$ cat config.mk
export PLATFORM = sky130hd
export DESIGN_NAME = clksel_sched
export DESIGN_NICKNAME = d
export VERILOG_FILES = /design/src/rtl/clksel_sched.sv
export SDC_FILE = /design/constraint.sdc
export NUM_CORES = 1
export LEC_CHECK = 0
export CORE_ASPECT_RATIO = 0.8
export CORE_UTILIZATION = 55
export CTS_CLUSTER_DIAMETER = 150
export DETAILED_ROUTE_END_ITERATION = 8
export PLACE_DENSITY = 0.88
export SYNTH_ARGS = -nofsm -noshare
export SYNTH_HDL_FRONTEND = slang
export SYNTH_SLANG_ARGS = --single-unit
$ cat constraint.sdc
create_clock -name i_hsclk -period 3.9 [get_ports i_hsclk]
set_clock_uncertainty 0.1 [all_clocks]
set_input_delay 0.39 -clock i_hsclk [delete_from_list [all_inputs] [get_ports i_hsclk]]
set_output_delay 0.39 -clock i_hsclk [all_outputs]
set_load 0.05 [all_outputs]
$ cat src/rtl/clksel_sched.sv
// CPU clock-select scheduler: decides LS/HS clock moves per bus cycle,
// with post-IO hold-off, clock-cell handshake and switch timeout.
module clksel_sched #(
  parameter int IO_DELAY_W = 3,
  parameter int TIMEOUT    = 31,
  parameter int CNT_W      = 16
) (
  input  logic                  i_hsclk,
  input  logic                  i_rst,
  input  logic                  i_cyc_valid,
  input  logic                  i_cyc_himem,
  input  logic                  i_cyc_sync,
  input  logic                  i_cyc_io,
  input  logic                  i_cyc_vram_wr,
  input  logic                  i_cyc_idle,
  input  logic                  i_cfg_hsclk_en,
  input  logic [IO_DELAY_W-1:0] i_cfg_io_delay,
  input  logic                  i_hs_selected,
  input  logic                  i_ls_selected,
  output logic                  o_sel_hs,
  output logic                  o_dummy_access,
  output logic                  o_busy,
  output logic                  o_err,
  output logic [CNT_W-1:0]      o_sw_count
);

  typedef enum logic [1:0] {
    S_LS    = 2'd0,
    S_TO_HS = 2'd1,
    S_HS    = 2'd2,
    S_TO_LS = 2'd3
  } state_t;

  localparam logic [7:0] TMO = 8'(TIMEOUT);

  state_t                r_state;
  state_t                w_state_nxt;
  logic [IO_DELAY_W-1:0] r_io_cnt;
  logic [7:0]            r_timer;
  logic                  r_sel_hs;
  logic                  r_err;
  logic [CNT_W-1:0]      r_sw_count;

  logic w_io_block;
  logic w_timeout;
  logic w_promote;
  logic w_demote;
  logic w_inc;
  logic w_set_err;
  logic w_busy;

  assign w_io_block = (r_io_cnt != '0);
  assign w_timeout  = (r_timer == TMO);
  assign w_busy     = (r_state == S_TO_HS) || (r_state == S_TO_LS);

  assign w_promote = i_cyc_valid & i_cfg_hsclk_en & i_cyc_sync
                   & i_cyc_himem & ~w_io_block & ~i_cyc_io;

  assign w_demote = i_cyc_valid
                  & (~i_cfg_hsclk_en
                     | (~i_cyc_idle & (~i_cyc_himem | i_cyc_vram_wr)));

  // Next-state decode; enable drop beats ack, ack beats timeout.
  always_comb begin
    w_state_nxt = r_state;
    w_inc       = 1'b0;
    w_set_err   = 1'b0;
    unique case (r_state)
      S_LS: begin
        if (w_promote) w_state_nxt = S_TO_HS;
      end
      S_TO_HS: begin
        if (!i_cfg_hsclk_en) begin
          w_state_nxt = S_TO_LS;
        end else if (i_hs_selected) begin
          w_state_nxt = S_HS;
          w_inc       = 1'b1;
        end else if (w_timeout) begin
          w_state_nxt = S_TO_LS;
          w_set_err   = 1'b1;
        end
      end
      S_HS: begin
        if (w_demote) w_state_nxt = S_TO_LS;
      end
      S_TO_LS: begin
        if (i_ls_selected) begin
          w_state_nxt = S_LS;
        end else if (w_timeout) begin
          w_state_nxt = S_LS;
          w_set_err   = 1'b1;
        end
      end
      default: w_state_nxt = S_LS;
    endcase
  end

  // State, registered clock request, sticky error and switch count.
  always_ff @(posedge i_hsclk) begin
    if (i_rst) begin
      r_state    <= S_LS;
      r_sel_hs   <= 1'b0;
      r_err      <= 1'b0;
      r_sw_count <= '0;
    end else begin
      r_state  <= w_state_nxt;
      r_sel_hs <= (w_state_nxt == S_TO_HS) || (w_state_nxt == S_HS);
      if (w_set_err) r_err <= 1'b1;
      if (w_inc && (r_sw_count != '1))
        r_sw_count <= r_sw_count + CNT_W'(1);
    end
  end

  // Post-IO hold-off counter, advanced once per completed bus cycle.
  always_ff @(posedge i_hsclk) begin
    if (i_rst) begin
      r_io_cnt <= '0;
    end else if (i_cyc_valid) begin
      if (i_cyc_io)
        r_io_cnt <= i_cfg_io_delay;
      else if (w_io_block)
        r_io_cnt <= r_io_cnt - IO_DELAY_W'(1);
    end
  end

  // Handshake timer: zero on any state change, counts while switching.
  always_ff @(posedge i_hsclk) begin
    if (i_rst) begin
      r_timer <= '0;
    end else if (w_state_nxt != r_state) begin
      r_timer <= '0;
    end else if (w_busy) begin
      r_timer <= r_timer + 8'd1;
    end
  end

  assign o_sel_hs       = r_sel_hs;
  assign o_busy         = w_busy;
  assign o_dummy_access = (r_state != S_LS);
  assign o_err          = r_err;
  assign o_sw_count     = r_sw_count;

endmodule

==> impl_metrics.json <==
{
  "clock_path_buffers": 2,
  "dieArea_sq_mm": 0.00329,
  "num_vias": 1680,
  "antenna_cells": 0,
  "drt_iter0_drc": 115,
  "syn_area_sq_mm": 0.00168,
  "path_class": "primary input to flop",
  "finalNonFillerCells": 264,
  "synth.distinct_cells": 51,
  "cts_setup_buffers": 0,
  "hold_viol": 0,
  "antenna_found_initial": 0,
  "nets": 245,
  "maxSlewViolCount": 0,
  "grt_pass1_wl_um": 6910,
  "period_share": 0.624,
  "startpoint_type": "primary input",
  "ys_top_cells_by_area": "dfxtp_1 37%, a21oi_1 4.5%, o31ai_1 3.6%",
  "syn_area_per_cell_sq_um": 8.73,
  "drt_first_pass_iters": 6,
  "rr_endpoint": "o_sw_count[13]",
  "worst_hold_path.endpoint": "o_err",
  "io_buffers": 33,
  "fin_tns_setup_ns": 0,
  "ctsRootBufferMaster": "clkbuf_8",
  "drt_wl_total_um": 4170,
  "ant_nets": 0,
  "area_growth_pct": 25.2,
  "io_pins": 34,
  "overflow": 0,
  "cts_sinks": 31,
  "hold_buffers": 0,
  "relSlewSlack": 0.445,
  "drv_cap": 0,
  "die-height_um": 51.5,
  "ff2ff_setup_slack_ns": 1.50,
  "hpwl_um": 2910,
  "min-delay-start": "o_err",
  "start_util": 0.595,
  "holdPathStages": 2,
  "reg2reg_depth": 4,
  "post_cts_resized": 0,
  "powerDensity_mw_per_mm2": 289,
  "cp.arrival_ns": 2.50,
  "fin_crit_ns": 2.43,
  "drive_gt1_frac": 0.0752,
  "crit_fanout": 11,
  "synthDominantCellAreaShare": 0.368,
  "dp_cells": 258,
  "cts_tree": "yes",
  "h-tree-depth": 2,
  "grt_pass1_vias": 1512,
  "cp-end-kind": "flop",
  "synth_cells": 193,
  "setup-violations-final": 0,
  "die_w_um": 63.9,
  "hold_class": "flop to flop",
  "synth-edff-count": 0,
  "grt_start_max_net_pins": 26,
  "ys_warn_count": 0,
  "clk_latency_ns": 0.27,
  "syn_nets": 211,
  "ys_async_sr_fraction": 0,
  "rr_startpoint": "r_state[0]",
  "synth.yosys.seq_area_share": 0.368,
  "required_ns": 3.97,
  "rsz0062_at_grt": "false",
  "rows": 17,
  "ys_ff_latch": 31,
  "vdd_ir_drop_max_mv": 0.228,
  "route.detailed.drc": 0,
  "ys.flop_type": "dfxtp_1",
  "grt_use_total": 0.275,
  "fp.coreArea_sq_mm": 0.00283,
  "cts_made_buffers": 5,
  "yosys.area.top_type": "dfxtp_1",
  "p_leak_nw": 0.726,
  "clkSlewWorstSetupHoldPaths_ns": 0.06,
  "tightest_slew_ns": 0.821,
  "gp_congestion": 0.908,
  "max_freq_mhz": 411,
  "crit_start": "i_cfg_hsclk_en",
  "via_per_inst": 6.36,
  "status": "completed",
  "avgRoutedWirePerCell_um": 15.8
}
==> cell families after synthesis <==
| kind of cell | count (synthesis) | share of synthesized area |
|---|---|---|
| buffers and inverters | 18 | 0.0446 |
| AND/OR/NAND/NOR | 81 | 0.295 |
| AO/OA/AOI/OAI | 48 | 0.196 |
| flip-flops | 31 | 0.369 |
| multiplexers | 7 | 0.0453 |
| XOR/XNOR | 4 | 0.0208 |
| adder cells (fa/ha/maj) | 4 | 0.0297 |
==> registers in the layout, indices dropped and copies added, names as in the netlist <==
signal / cells
o_err: 1
o_sel_hs: 1
r_state: 2
r_timer: 8
o_sw_count: 16
r_io_cnt: 3
==> how the worst max path moves through the flow <==
stage / end / slack [ns] / cells after the start
5_1_grt: r_timer[7] / 1.28 / 5
3_3_place_gp: o_sw_count[13] / 1.36 / 5
2_1_floorplan: o_sw_count[10] / 1.66 / 5
3_5_place_dp: o_sw_count[13] / 1.23 / 5
6_report: o_sw_count[13] / 1.47 / 5
4_1_cts: o_dummy_access / 1.51 / 3
==> stage by stage <==
stage,power (mW),cell area (sq um),util,setup WS (ns),hold slack [ns]
floorplan,0.364,1680,-,1.66,0.355
global placement,0.387,2040,0.720,1.36,0.331
detailed placement,0.390,2040,0.720,1.23,0.344
CTS,0.612,2110,0.745,1.51,0.352
global route,0.634,2110,0.745,1.28,0.384
finish,0.609,2110,0.745,1.47,0.353
==> cells in the mapped netlist (all sizes together), types with 2 or more instances <==
library cell,count
nand2b,3
inv,11
xor2,4
or3,2
nor4b,2
ha,4
a21oi,15
mux2i,2
nor4,5
nor2,11
mux2,5
o31ai,8
nand4,9
nand3,7
nor2b,7
or4,9
o2111ai,2
o21ai,4
a211oi,3
dfxtp,31
clkbuf,6
o41ai,2
nor3,5
a31oi,2
nand2,13
and3,2
==> where the power goes <==
group	switching, mW	internal (mW)
registers	0.00388	0.321
clock network	0.106	0.119
logic	0.0326	0.0270
total	0.143	0.467
==> layer usage <==
metal,vias to the layer above,track usage,wire length (um)
met4,0,0.114,87
met3,11,0.0570,266
li1,807,-,-
met1,782,0.348,1870
met2,80,0.461,1950
met5,-,0,0
==> cells in the final DEF, fill, tap and decap left out, types with 8 or more instances in the layout <==
cell,count
a21oi_1,15
clkdlybuf4s50_1,33
dfxtp_1,31
inv_1,11
nand2_1,13
nand4_1,8
nor2_1,11
o31ai_1,8
or4_1,8
==> critical path, stage by stage <==
cell	delay, ns
clkdlybuf4s50_1	0.55
and4b_1	0.34
nand4_1	0.39
nor4_1	0.44
mux2_2	0.37
==> final cells by class <==
type,count,area (sq um)
tap,38,47.5
timing repair buffer,34,338
sequential,31,621
multi-input combinational,144,988
clock buffer,6,72.6
fill,207,721
inverter,11,41.3
(Power assumes the default switching activity.)
